### src/rtl/lbdr_route_unit.sv
// LBDR route-computation unit for one router input port: minimal 5-port routing,
// allocator handshake, per-packet port hold and drop of unroutable packets. Optional deroute: LBDR_DEROUTE_EN.
module lbdr_route_unit #(
    parameter int ADDR_W  = 4,
    parameter int IN_PORT = 4
) (
    input  logic              clk,
    input  logic              rst,
    input  logic [7:0]        Rxy_rst,
    input  logic [3:0]        Cx_rst,
    input  logic [ADDR_W-1:0] cur_addr_rst,
    input  logic [1:0]        dr_rst,
    input  logic              flit_valid,
    input  logic [2:0]        flit_type,
    input  logic [ADDR_W-1:0] dst_addr,
    input  logic              flit_pop,
    output logic [4:0]        route_req,
    input  logic [4:0]        route_grant,
    output logic [4:0]        route_sel,
    output logic              route_busy,
    output logic              route_err,
    output logic              drop
);
    localparam int HW = ADDR_W / 2;
    localparam logic [2:0] HEADER = 3'b001;
    localparam logic [2:0] TAIL   = 3'b100;
`ifdef LBDR_DEROUTE_EN
    localparam logic DEROUTE_EN = 1'b1;
`else
    localparam logic DEROUTE_EN = 1'b0;
`endif

    typedef enum logic [1:0] {IDLE, REQ, ACTIVE, DROP} state_t;

    state_t            state_reg;
    logic [7:0]        rxy_reg;
    logic [3:0]        cx_reg;
    logic [ADDR_W-1:0] cur_reg;
    logic [1:0]        dr_reg;

    logic [HW-1:0]        x_cur, x_dst;
    logic [ADDR_W-HW-1:0] y_cur, y_dst;
    logic n1, e1, w1, s1, l_hit;
    logic [3:0] min_raw, min_masked, dr_vec;
    logic       dr_ok;
    logic [4:0] cand;
    logic       hdr_in, tail_pop, grant_ok;

    assign x_cur = cur_reg[HW-1:0];
    assign y_cur = cur_reg[ADDR_W-1:HW];
    assign x_dst = dst_addr[HW-1:0];
    assign y_dst = dst_addr[ADDR_W-1:HW];

    assign n1 = y_dst < y_cur;
    assign s1 = y_cur < y_dst;
    assign e1 = x_cur < x_dst;
    assign w1 = x_dst < x_cur;
    assign l_hit = ~(n1 | e1 | w1 | s1);

    // Rxy bit map: {Rsw,Rse,Rws,Rwn,Res,Ren,Rnw,Rne}
    assign min_raw[0] = ((n1 & ~e1 & ~w1) | (n1 & e1 & rxy_reg[0]) | (n1 & w1 & rxy_reg[1])) & cx_reg[0];
    assign min_raw[1] = ((e1 & ~n1 & ~s1) | (e1 & n1 & rxy_reg[2]) | (e1 & s1 & rxy_reg[3])) & cx_reg[1];
    assign min_raw[2] = ((w1 & ~n1 & ~s1) | (w1 & n1 & rxy_reg[4]) | (w1 & s1 & rxy_reg[5])) & cx_reg[2];
    assign min_raw[3] = ((s1 & ~e1 & ~w1) | (s1 & e1 & rxy_reg[6]) | (s1 & w1 & rxy_reg[7])) & cx_reg[3];

    // No U-turn: the output facing the input port is never a candidate.
    generate
        for (genvar gi = 0; gi < 4; gi++) begin : g_mask
            assign min_masked[gi] = (IN_PORT == gi) ? 1'b0 : min_raw[gi];
            assign dr_vec[gi]     = (dr_reg == gi[1:0]);
        end
    endgenerate

    assign dr_ok = DEROUTE_EN & cx_reg[dr_reg] & (int'(dr_reg) != IN_PORT);

    always_comb begin
        cand = 5'b0;
        if (l_hit)
            cand = 5'b10000;
        else if (|min_masked)
            cand = {1'b0, min_masked};
        else if (dr_ok)
            cand = {1'b0, dr_vec};
    end

    assign hdr_in   = flit_valid & (flit_type == HEADER);
    assign tail_pop = flit_valid & flit_pop & (flit_type == TAIL);
    assign grant_ok = (route_grant != 5'b0) & ((route_grant & (route_grant - 5'd1)) == 5'b0)
                    & ((route_grant & ~route_req) == 5'b0);

    always_ff @(posedge clk) begin
        if (rst) begin
            rxy_reg   <= Rxy_rst;
            cx_reg    <= Cx_rst;
            cur_reg   <= cur_addr_rst;
            dr_reg    <= dr_rst;
            state_reg <= IDLE;
            route_req <= 5'b0;
            route_sel <= 5'b0;
            route_err <= 1'b0;
            drop      <= 1'b0;
        end else begin
            route_err <= 1'b0;
            case (state_reg)
                IDLE: begin
                    if (hdr_in) begin
                        if (cand != 5'b0) begin
                            route_req <= cand;
                            state_reg <= REQ;
                        end else begin
                            route_err <= 1'b1;
                            drop      <= 1'b1;
                            state_reg <= DROP;
                        end
                    end
                end
                REQ: begin
                    if (grant_ok) begin
                        route_sel <= route_grant;
                        route_req <= 5'b0;
                        state_reg <= ACTIVE;
                    end
                end
                ACTIVE: begin
                    if (tail_pop) begin
                        route_sel <= 5'b0;
                        state_reg <= IDLE;
                    end
                end
                DROP: begin
                    if (tail_pop) begin
                        drop      <= 1'b0;
                        state_reg <= IDLE;
                    end
                end
                default: state_reg <= IDLE;
            endcase
        end
    end

    assign route_busy = (state_reg == REQ) | (state_reg == ACTIVE);

endmodule
### config.mk
export PLATFORM = sky130hd
export DESIGN_NAME = lbdr_route_unit
export DESIGN_NICKNAME = d
export VERILOG_FILES = /design/src/rtl/lbdr_route_unit.sv
export SDC_FILE = /design/constraint.sdc
export NUM_CORES = 1
export LEC_CHECK = 0
export CAP_MARGIN = 30
export CELL_PAD_IN_SITES_DETAIL_PLACEMENT = 1
export CELL_PAD_IN_SITES_GLOBAL_PLACEMENT = 2
export CORE_MARGIN = 5
export CORE_UTILIZATION = 38
export DETAILED_ROUTE_END_ITERATION = 8
export DONT_BUFFER_PORTS = 1
export PLACE_DENSITY_LB_ADDON = 0.1
export SYNTH_ARGS = -nofsm -noshare
export SYNTH_HDL_FRONTEND = slang
export SYNTH_SLANG_ARGS = --single-unit
### constraint.sdc
create_clock -name clk -period 3 [get_ports clk]
set_input_delay 0.6 -clock clk [delete_from_list [all_inputs] [get_ports clk]]
set_output_delay 0.6 -clock clk [all_outputs]
set_load 0.01 [all_outputs]
======== Yosys cells after proc, flatten, opt, wreduce, memory -nomap -nowiden ========
Index checks and enable logic that the tools add are counted.
storage, ports and cells
  register bits ........................... 30
  bits in latches ......................... 0
  memory bits (writable) .................. 0
  ROM bits ................................ 0
  bits of input ports ..................... 34
  output and inout bits ................... 13
  word-level logic and storage cells ...... 109
  memories ................................ 0
operators by class
  add/subtract/negate cells ............... 1
  multiply operators ...................... 0
  div/mod/pow operators ................... 0
  order comparisons ....................... 4
  eq/ne operators ......................... 12
  shift-type cells ........................ 0
  multiplexer cells ....................... 19
  bitwise logic cells ..................... 50
  reductions and logical operators ........ 15
operator list
  kind                   count
  $mux W5                6
  $and A1 B1 Y1          29
  $pmux W5 S2            2
  $ne A2 B2 Y1 const B   6
  $or A1 B1 Y1           12
  $and A5 B5 Y5          2
  $logic_not A5 Y1       2
  $reduce_bool A5 Y1     2
  $lt A2 B2 Y1           4
  $mux W2                4
  $reduce_and A4 Y1      2
  $not A1 Y1             6
  $pmux W2 S3            1
  $reduce_and A3 Y1      2
  $reduce_bool A2 Y1     3
  $not A5 Y5             1
  $sub A5 B1 Y5 const B  1
  $eq A2 B2 Y1 const B   2
  $mux W1                4
  $mux W4                1
  $reduce_or A4 Y1       1
  $eq A3 B1 Y1 const B   1
  $eq A3 B3 Y1 const B   1
  $reduce_or A3 Y1       1
  other kinds (5)        5

======== Depth between registers and ports, before layout ========
Gate-level depths: netlist of run 1.
  word-level depth ........................ 14
  depth in mapped cells ................... 9
  depth with buffers taken out ............ 8

======== Worst setup path after synthesis of run 1 ========
OpenSTA, ideal clock, no wires.
  path kind ............................... input to register
  start point ............................. input port dst_addr[3]
  end point ............................... register route_req[0]
  setup time .............................. 0.072 ns
  arrival ................................. 2.395 ns
  data required time ...................... 2.928 ns
  slack ................................... 0.534 ns
  stages on the path ...................... 9
  path buffers ............................ 1
  path through ............................ inv_1 > ha_1 > nor2b_1 > or2_2 > o2111a_1 > nor4_2 > a21o_1 > buf_6 > mux2i_1
on the way
  cells in the longest elaborated chain, start to end .. 13
  elaborated cells between the ends (all ways) .. 48
  those cells by class .................... order compare (2); eq/ne (1); mux (5); bitwise (37); reduce/logical (3)
RTL lines
  element                                                     RTL line  RTL
  start, declared                                             15        input logic [ADDR_W-1:0] dst_addr,
  $lt A2 B2 Y1                                                54        assign n1 = y_dst < y_cur;
  $not A1 Y1                                                  62, 63
  $and A1 B1 Y1, on equally long branches (2 in a row)        62, 63
  $or A1 B1 Y1, on equally long branches (2 in a row)         62, 63
  $and A1 B1 Y1, on equally long branches                     62, 63
  $reduce_or A4 Y1                                            80        else if (|min_masked)
  $mux W4                                                     80
  $mux W5 *                                                   78        if (l_hit)
  $reduce_bool A5 Y1 or $mux W5 (tied branches)               107       if (cand != 5'b0) begin
  $ne A2 B2 Y1 (no line) or $mux W5 (tied branches)           --
  $reduce_and A4 Y1 (no line) or $pmux W5 S2 (tied branches)  --
  end signal, assigned                                        108       route_req <= cand;
  end, declared                                               17        output logic [4:0] route_req,
Every way passes the cells marked *; elsewhere a longest branch is shown, timed or not. The select of a mux whose other input is x is not followed.
A chain may end at the register's enable or synchronous reset.

======== Worst setup path after layout of run 1 ========
  start point ............................. register cur_reg[3]
  end point ............................... register route_req[4]
on the way
  cells in the longest elaborated chain, start to end .. 13
  elaborated cells between the ends (all ways) .. 48
  those cells by class .................... order compare (2); eq/ne (1); mux (5); bitwise (37); reduce/logical (3)
RTL lines
  element                                               RTL line  RTL
  start, declared                                       38        logic [ADDR_W-1:0] cur_reg;
  start signal, assigned                                95        cur_reg <= cur_addr_rst;
  $lt A2 B2 Y1                                          54
  $not A1 Y1                                            62, 63
  $and A1 B1 Y1, on equally long branches (2 in a row)  62, 63
  $or A1 B1 Y1, on equally long branches (2 in a row)   62, 63
  $and A1 B1 Y1, on equally long branches               62, 63
  $reduce_or A4 Y1                                      80
  $mux W4                                               80
  $mux W5 *                                             78
  $reduce_bool A5 Y1                                    107
  $ne A2 B2 Y1 (no line)                                --
  $reduce_and A4 Y1 (no line)                           --
Marks and branches as above.

==> results.py, run 1 <==
metrics = {
    "synth": {
        "synth_seq_area_share_pct": 49.2,
        "synth-edff-count": 16,
        "ys_warn_count": 0,
        "ys_dominant_reg_cell": "edfxtp_1",
        "syn_area_per_cell_um2": 10.9,
        "syn-instance-count": 142,
        "synthesis.nets": 185,
        "synth-adder-area-share_pct": 7.29,
        "synth-xor-area-share_pct": 0,
        "yosys.area_share.simple_pct": 21.6,
        "synthMuxAreaShare_pct": 6.56,
        "netlist_area_mm2": 0.00155,
        "synth_cell_types": 38,
        "yosys_register_bits": 30,
        "synth-compound-area-share_pct": 11.4,
        "synth_top_family_by_area": "simple AND/OR/NAND/NOR gates",
        "async_reset_ff_share_pct": 0,
    },
    "route": {
        "detail-route-antenna-nets": 0,
        "drtPass1Iterations": 4,
        "vias": 1057,
        "drtIter0Drc": 75,
        "drc": 0,
        "routed_wl_um": 3370,
        "viasPerCell": 5.37,
        "wl_per_cell_um": 17.1,
    },
    "clock_tree": {
        "root_buffer": "clkbuf_8",
        "path_clk_slew_ns": 0.07,
        "cts_buffer_depth": 2,
        "cts_hold_buf": 0,
        "cts_made_buffers": 5,
        "cts_tree": "yes",
        "clk_latency_ns": 0.28,
        "postCtsSetupRepairBufs": 0,
        "h-tree-depth": 2,
        "cts_resized": 0,
        "cts_sinks": 30,
    },
    "timing": {
        "finalCritPeriodShare_pct": 83.8,
        "finalHoldViolCount": 0,
        "slew_headroom_pct": 69.6,
        "tightest_slew_ns": 0.450,
        "rsz0062_at_grt": "false",
        "setup_tns_ns": 0,
        "hold_ws_ns": 0.382,
        "fmax_mhz": 398,
        "period_needed_ns": 2.52,
        "report.final.slew_viol_count": 0,
        "worst_slack_ns": 0.485,
        "final.setup_skew_ns": 0.00648,
        "setup_viol": 0,
    },
    "floorplanning": {
        "fp.dieW_um": 73.8,
        "die_y_um": 73.8,
        "io_pins": 47,
        "placementRows": 23,
        "start_util_pct": 38.9,
        "die-area_mm2": 0.00544,
        "core_area_mm2": 0.00397,
    },
    "layout": {
        "finalNonFillerCells": 197,
        "final_util_pct": 42.8,
        "design_area_mm2": 0.00170,
        "largest_register_ffs": 8,
        "final_nets": 189,
        "area_growth_pct": 9.96,
        "drive_above_1_share_pct": 10.2,
        "diodes": 0,
    },
    "min_path": {
        "min-delay-path-class": "in -> reg",
    },
    "placement": {
        "hpwl_um": 2580,
        "numPortBuffers": 0,
        "gp_congestion": 0.735,
        "placed_area_mm2": 0.00159,
        "dp_worst_setup_slack_ns": 0.212,
        "dp.cells": 189,
    },
    "setup_path": {
        "end_kind": "register",
        "r2r_setup_slack_ns": 0.48,
        "cp_slowest_cell": "nor4_2",
        "timing.critical_path.to": "route_req[4]$_SDFFE_PP0P_",
        "worst_r2r_path_depth": 7,
        "rr_startpoint": "cur_reg[3]$_DFFE_PP_",
        "cp.required_ns": 3.21,
        "path_cells": "ha_1 > nor2b_1 > or2_2 > o2111a_1 > nor4_2 > a21o_1 > mux2i_1",
        "critPathKind": "reg -> reg",
        "path_max_fanout": 5,
        "path_delay_family": "simple AND/OR/NAND/NOR gates",
        "cp_num_buf_inv": 0,
        "critPathArrivalTime_ns": 2.72,
        "slowest_delay_ns": 0.41,
        "startpoint": "cur_reg[3]$_DFFE_PP_",
        "startpoint_type": "register",
        "timing.rr.end": "route_req[4]$_SDFFE_PP0P_",
        "path_depth": 7,
    },
    "job": {
        "drv_cap": 0,
    },
    "power_and_ir_drop": {
        "powerDensity_mw_per_mm2": 714,
        "ir_drop_v": 0.000332,
        "power_mw": 1.21,
        "power_leakage_nw": 0.647,
    },
    "grt": {
        "globalRouteTotalUtil_pct": 13.0,
        "grt_pass1_vias": 1127,
        "grt_pass1_wl_um": 5290,
        "grt_remaining_overflow": 0,
        "grt_max_degree": 32,
        "antenna_found_initial": 0,
    },
    "status": {
        "status": "complete, no violations",
    },
}
-- metal layers --
layer  part of all wire, %  GRT usage, %
met2                    47          19.6
met3                   7.5          5.88
met1                    44          16.5
met4                   1.1          4.23
met5                     0             0
-- cells in the mapped netlist (2+ instances only) --
| library cell | n | area, µm² |
|---|---|---|
| edfxtp_1 | 16 | 480 |
| dfxtp_1 | 14 | 280 |
| nand2b_1 | 11 | 68.8 |
| nor2_1 | 11 | 41.3 |
| inv_1 | 10 | 37.5 |
| ha_1 | 9 | 113 |
| mux2i_1 | 9 | 90.1 |
| nand2_1 | 8 | 30.0 |
| a21oi_1 | 6 | 30.0 |
| nor2b_1 | 5 | 31.3 |
| o21ai_0 | 5 | 25.0 |
| nand3b_1 | 4 | 30.0 |
| nand3_1 | 3 | 15.0 |
| nor4b_1 | 3 | 26.3 |
| a211oi_1 | 2 | 15.0 |
| nor3_1 | 2 | 10.0 |
| o2111a_1 | 2 | 22.5 |
| or3_1 | 2 | 12.5 |
-- cells by family after synthesis --
logic type	after synthesis
flops	30
fa+ha+maj	9
mux	10
simple gates	57
buf+inv	13
compound gates	23
-- cells in the final DEF (no fill, tap or decap), drive strengths merged, types with 2 or more instances in the layout --
master / netlist / routed
inv: 10 / 10
ha: 9 / 9
nor4b: 3 / 3
clkinvlp: 0 / 2
a211oi: 3 / 3
nand2: 8 / 8
edfxtp: 16 / 16
or3: 2 / 2
nand3b: 4 / 4
nand3: 3 / 3
a21oi: 6 / 6
nand2b: 11 / 11
nor2: 11 / 11
o21ai: 5 / 5
nor3: 2 / 2
o2111a: 2 / 2
mux2i: 9 / 9
dfxtp: 14 / 14
nor2b: 5 / 5
clkbuf: 1 / 5
-- report_power, final --
group          total, mW  switching (mW)  internal [mW]  leakage [nW]
Clock              0.414           0.167          0.247        0.0504
Combinational      0.288           0.157          0.131         0.326
Sequential         0.511          0.0330          0.478         0.270
Total               1.21           0.357          0.855         0.647
-- how the worst min path moves through the flow --
stage                              startpoint                   endpoint  slack (ns)  cells after the start
global placement    route_sel[2]$_SDFFE_PP0P_  route_sel[2]$_SDFFE_PP0P_        0.50                      2
finish                                    rst  state_reg[0]$_SDFFE_PP0P_        0.38                      1
global route                              rst  state_reg[0]$_SDFFE_PP0P_        0.37                      1
CTS                                       rst  state_reg[0]$_SDFFE_PP0P_        0.37                      1
detailed placement  route_sel[2]$_SDFFE_PP0P_  route_sel[2]$_SDFFE_PP0P_        0.51                      2
floorplan           route_sel[0]$_SDFFE_PP0P_  route_sel[0]$_SDFFE_PP0P_        0.49                      2
-- area by class of cell --
class | count | area, µm²
clock buffers | 5 | 68.8
clock inverters | 3 | 45.0
fillers | 442 | 2270
inverters | 10 | 37.5
multi-input cells | 99 | 724
flip-flops and latches | 30 | 761
well taps | 50 | 62.6
Power figures use the tool's default switching activity.
==> inputs of run 2 (changes only) <==
--- a/config.mk
+++ b/config.mk
@@ -9,7 +9,7 @@
 export CELL_PAD_IN_SITES_DETAIL_PLACEMENT = 1
 export CELL_PAD_IN_SITES_GLOBAL_PLACEMENT = 2
 export CORE_MARGIN = 5
-export CORE_UTILIZATION = 38
+export CORE_UTILIZATION = 34
 export DETAILED_ROUTE_END_ITERATION = 8
 export DONT_BUFFER_PORTS = 1
 export PLACE_DENSITY_LB_ADDON = 0.1
==> constraint.sdc (replaced) <==
create_clock -name clk -period 2.2 [get_ports clk]
set_input_delay 0.44 -clock clk [delete_from_list [all_inputs] [get_ports clk]]
set_output_delay 0.44 -clock clk [all_outputs]
set_load 0.01 [all_outputs]
==> run 2 against run 1 <==
Net effect: sequential share of layout area shrank 4.3 points; cell count grew 9.1%; total power grew 35%; die area grew 10%; setup slack lost 0.44 ns; flip-flop and latch count is the same; largest cell class is now multi-input combinational cells.
==> results.py, run 2 (synthesis results as in run 1) <==
metrics = {
    "grt": {
        "grt_pass1_wl_um": 6100,
        "grt_remaining_overflow": 0,
        "antenna_found_initial": 0,
        "grt_max_degree": 32,
        "globalRouteTotalUtil_pct": 12.8,
        "grt_pass1_vias": 1266,
    },
    "clock_tree": {
        "cts_sinks": 30,
        "root_buffer": "clkbuf_8",
        "path_clk_slew_ns": 0.06,
        "cts_buffer_depth": 2,
        "h-tree-depth": 2,
        "cts_made_buffers": 5,
        "cts_tree": "yes",
        "clk_latency_ns": 0.28,
    },
    "timing": {
        "setup_tns_ns": 0,
        "period_needed_ns": 2.15,
        "finalHoldViolCount": 0,
        "setup_viol": 0,
        "fmax_mhz": 464,
        "rsz0062_at_grt": "true",
        "slew_headroom_pct": 63.9,
        "tightest_slew_ns": 0.535,
        "final.setup_skew_ns": 0.00553,
        "hold_ws_ns": 0.222,
        "finalCritPeriodShare_pct": 97.9,
        "report.final.slew_viol_count": 0,
    },
    "placement": {
        "gp_congestion": 0.700,
        "hpwl_um": 2810,
        "numPortBuffers": 0,
        "placed_area_mm2": 0.00172,
    },
    "min_path": {
        "min-delay-path-class": "in -> reg",
        "hp-start": "rst",
        "hold_depth": 1,
        "worstHoldEndpoint": "drop$_SDFFE_PP0P_",
    },
    "floorplanning": {
        "core_area_mm2": 0.00438,
        "die-area_mm2": 0.00599,
        "fp.dieW_um": 77.4,
        "start_util_pct": 35.2,
        "die_y_um": 77.4,
        "placementRows": 24,
        "io_pins": 47,
    },
    "power_and_ir_drop": {
        "power_mw": 1.64,
        "ir_drop_v": 0.000434,
        "powerDensity_mw_per_mm2": 872,
        "power_leakage_nw": 0.736,
    },
    "route": {
        "viasPerCell": 5.25,
        "detail-route-antenna-nets": 0,
        "drtPass1Iterations": 4,
        "drtIter0Drc": 28,
        "wl_per_cell_um": 16.8,
        "vias": 1128,
        "routed_wl_um": 3610,
        "drc": 0,
    },
    "layout": {
        "final_nets": 205,
        "largest_register_ffs": 8,
        "area_growth_pct": 21.7,
        "diodes": 0,
        "nFillCells": 503,
        "layout_commonest_cell": "edfxtp_1",
        "final_util_pct": 42.9,
        "final_cell_mix": "16 x edfxtp_1, 15 x buf_4, 14 x dfxtp_1",
        "design_area_mm2": 0.00188,
        "drive_above_1_share_pct": 23.3,
    },
    "setup_path": {
        "critPathArrivalTime_ns": 2.35,
        "critPathKind": "reg -> reg",
        "rr_startpoint": "cur_reg[1]$_DFFE_PP_",
        "worst_r2r_path_depth": 9,
        "path_max_fanout": 5,
        "startpoint_type": "register",
        "end_kind": "register",
        "timing.rr.end": "drop$_SDFFE_PP0P_",
        "r2r_setup_slack_ns": 0.05,
        "cp.required_ns": 2.39,
    },
    "job": {
        "drv_cap": 0,
    },
    "status": {
        "status": "complete, no violations",
    },
}
==> run 2: cell types whose count changed in the layout (fill, tap and decap cells not counted), sizes merged <==
cell	change
buf	+16
bufinv	-1
clkbuf	+3
clkinvlp	-2
==> run 2: routing by layer <==
layer / vias to the layer above / part of all wire, % / GRT usage (%)
met1: 540 / 44 / 15.3
met2: 29 / 49 / 20.3
met4: 0 / 1.7 / 5.15
met5: - / 0 / 0
met3: 5 / 6.2 / 5.21
li1: 554 / - / -
==> run 2: stage by stage <==
| step | setup slack (ns) | instances |
|---|---|---|
| after floorplan | 0.0156 | 142 |
| after global placement | -0.163 | 206 |
| after detailed placement | -0.213 | 206 |
| after CTS | -0.00224 | 214 |
| after global routing | -0.0955 | 215 |
| final | 0.0453 | 215 |
==> run 2: report_power, final <==
part / internal, mW / switching (mW) / leakage (nW)
sequential: 0.652 / 0.0477 / 0.270
clock: 0.255 / 0.199 / 0.0455
combinational: 0.247 / 0.240 / 0.420
==> run 2: critical path: stages, from the launching register on <==
cell      delay, ns
edfxtp_1       0.38
inv_2          0.08
ha_4           0.20
nor2b_4        0.13
or3_4          0.32
a41o_1         0.19
nor4_2         0.24
buf_4          0.17
nand3_2        0.10
a221oi_2       0.26
==> run 2: cell type report <==
cell class | count | area, µm² | share of cell area (%)
multi-input combinational | 99 | 803 | 42.7
tap | 52 | 65.1 | 3.46
inverter | 10 | 37.5 | 2.00
timing repair buffer | 16 | 124 | 6.59
clock buffer | 8 | 90.1 | 4.79
sequential | 30 | 761 | 40.5
==> run 2: how the worst max path moves through the flow <==
stage	from	endpoint	slack (ns)	cells past startpoint
6_report	cur_reg[1]$_DFFE_PP_	drop$_SDFFE_PP0P_	0.05	9
2_1_floorplan	dst_addr[1]	route_req[0]$_SDFFE_PP0P_	0.02	8
5_1_grt	cur_reg[1]$_DFFE_PP_	drop$_SDFFE_PP0P_	-0.1	9
3_3_place_gp	dst_addr[1]	route_req[2]$_SDFFE_PP0P_	-0.16	8
3_5_place_dp	dst_addr[1]	route_req[2]$_SDFFE_PP0P_	-0.21	8
4_1_cts	cur_reg[3]$_DFFE_PP_	route_req[2]$_SDFFE_PP0P_	-0.002	8
==> run 2: repair_timing <==
action / CTS / global route
setup endpoints to repair: 6 / 8
resized for setup: 5 / 6
hold buffers: 0 / 0
pin swaps: 1 / 2
setup buffers: 0 / 1
cloned: 0 / 0
==> inputs of run 3 (changes only) <==
--- a/config.mk
+++ b/config.mk
@@ -10,6 +10,7 @@
 export CELL_PAD_IN_SITES_GLOBAL_PLACEMENT = 2
 export CORE_MARGIN = 5
 export CORE_UTILIZATION = 34
+export CTS_BUF_LIST = sky130_fd_sc_hd__clkbuf_16
 export DETAILED_ROUTE_END_ITERATION = 8
 export DONT_BUFFER_PORTS = 1
 export PLACE_DENSITY_LB_ADDON = 0.1
==> run 3 against run 2 <==
Net effect: hold slack better by 0.013 ns; design area is 2.1% higher; flip-flop and latch count stayed put; core utilization is 0.88 points higher; first-iteration DRC count is 36% higher; non-clock buffer count is 1 lower; clock power is 38% higher; cell count is 0.47% lower; register-to-register slack hardly changed; largest cell class unchanged; highest routed layer unchanged.
==> results.py, run 3 (synthesis results as in run 1) <==
metrics = {
    "status": {
        "status": "complete, no violations",
    },
    "grt": {
        "grt_max_degree": 32,
        "grt_pass1_vias": 1280,
        "globalRouteTotalUtil_pct": 12.9,
        "grt_pass1_wl_um": 6190,
        "grt_remaining_overflow": 0,
        "antenna_found_initial": 0,
    },
    "route": {
        "viasPerCell": 5.27,
        "wl_per_cell_um": 16.9,
        "drtIter0Drc": 38,
        "vias": 1128,
        "drc": 0,
        "detail-route-antenna-nets": 0,
        "routed_wl_um": 3610,
        "drtPass1Iterations": 3,
    },
    "layout": {
        "final_nets": 204,
        "diodes": 0,
        "design_area_mm2": 0.00192,
        "final_cell_mix": "16 x edfxtp_1, 14 x dfxtp_1, 14 x buf_4",
        "drive_above_1_share_pct": 22.2,
        "largest_register_ffs": 8,
        "layout_commonest_cell": "edfxtp_1",
        "final_util_pct": 43.8,
        "nFillCells": 495,
        "finalNonFillerCells": 214,
        "area_growth_pct": 24.2,
    },
    "clock_tree": {
        "cts_sinks": 30,
        "root_buffer": "clkbuf_16",
        "cts_buffer_depth": 2,
        "h-tree-depth": 2,
        "cts_hold_buf": 0,
        "cts_tree": "yes",
        "clk_latency_ns": 0.27,
        "path_clk_slew_ns": 0.05,
        "cts_made_buffers": 5,
    },
    "timing": {
        "finalCritPeriodShare_pct": 97.6,
        "finalHoldViolCount": 0,
        "fmax_mhz": 466,
        "period_needed_ns": 2.15,
        "rsz0062_at_grt": "true",
        "report.final.slew_viol_count": 0,
        "tightest_slew_ns": 0.514,
        "worst_slack_ns": 0.0523,
        "setup_viol": 0,
        "hold_ws_ns": 0.235,
        "final.setup_skew_ns": 0.00615,
        "slew_headroom_pct": 65.3,
    },
    "setup_path": {
        "slowest_delay_ns": 0.41,
        "path_max_fanout": 5,
        "end_kind": "register",
        "path_cells": "ha_4 > nor2b_4 > or2_4 > a2111oi_4 > nor4_2 > buf_4 > a21o_4 > mux2i_1",
        "critPathKind": "reg -> reg",
        "cp_slowest_cell": "a2111oi_4",
        "startpoint_type": "register",
        "critPathArrivalTime_ns": 2.30,
        "cp.required_ns": 2.35,
    },
    "placement": {
        "dp_worst_setup_slack_ns": -0.213,
        "numPortBuffers": 0,
        "dp.cells": 206,
        "placed_area_mm2": 0.00172,
        "gp_congestion": 0.700,
        "hpwl_um": 2810,
    },
    "power_and_ir_drop": {
        "power_leakage_nw": 0.759,
        "ir_drop_v": 0.000451,
        "powerDensity_mw_per_mm2": 944,
    },
    "floorplanning": {
        "start_util_pct": 35.2,
        "die-area_mm2": 0.00599,
        "io_pins": 47,
        "die_y_um": 77.4,
        "placementRows": 24,
        "core_area_mm2": 0.00438,
        "fp.dieW_um": 77.4,
    },
    "job": {
        "drv_cap": 0,
    },
    "min_path": {
        "min-delay-path-class": "in -> reg",
    },
}
-- run 3: cell count changes in the layout (fill, tap and decap cells not counted), sizes merged --
cell / before / now
clkinv: 0 / 1
buf: 16 / 15
clkbuf: 8 / 5
inv: 10 / 12
-- run 3: per-stage QoR --
step                setup TNS (ns)  total power, mW
floorplan                        0             1.05
global placement            -0.939             1.16
detailed placement           -1.07             1.18
CTS                              0             1.84
global route                -0.380             1.94
finish                           0             1.81
-- run 3: final cells by class --
cell class | instances | area [µm²] | share of cell area, %
clock buffer | 5 | 125 | 6.52
clock inverter | 3 | 11.3 | 0.587
timing repair buffer | 15 | 116 | 6.06
multi-input combinational | 99 | 803 | 41.9
tap | 52 | 65.1 | 3.39
inverter | 10 | 37.5 | 1.96
sequential | 30 | 761 | 39.6
-- run 3: per-layer routing --
metal | vias to the layer above | track usage [%] | wire length, µm
met4 | 0 | 4.64 | 52
met3 | 5 | 5.56 | 229
met2 | 28 | 20.8 | 1770
met1 | 543 | 15.4 | 1560
met5 | - | 0 | 0
li1 | 552 | - | -
-- run 3: path summary, 6_finish.rpt --
path                              from                         to  slack (ns)  depth (start not counted)
min reg2reg  route_sel[2]$_SDFFE_PP0P_  route_sel[2]$_SDFFE_PP0P_        0.51                          2
max               cur_reg[3]$_DFFE_PP_  route_req[3]$_SDFFE_PP0P_        0.05                          8
max reg2reg       cur_reg[3]$_DFFE_PP_  route_req[3]$_SDFFE_PP0P_        0.05                          8
min                                rst          drop$_SDFFE_PP0P_        0.23                          1
-- run 3: timing repair --
item	CTS	global route
resized for setup	5	6
hold endpoints to repair	0	0
setup endpoints to repair	6	8
setup buffers	0	0
pin swaps	1	2
-- run 3: worst max-delay path: cells and delay by family (launching register included) --
kind | cells | cell delay (ns)
mux | 1 | 0.13
fa+ha+maj | 1 | 0.23
simple gates | 3 | 0.47
compound gates | 2 | 0.64
buf+inv | 1 | 0.16
flops | 1 | 0.40
-- run 3: power breakdown --
| group | internal (mW) | switching (mW) | total, mW |
|---|---|---|---|
| Sequential | 0.653 | 0.0477 | 0.701 |
| Clock | 0.405 | 0.221 | 0.626 |
| Combinational | 0.244 | 0.240 | 0.484 |
| Total | 1.30 | 0.508 | 1.81 |
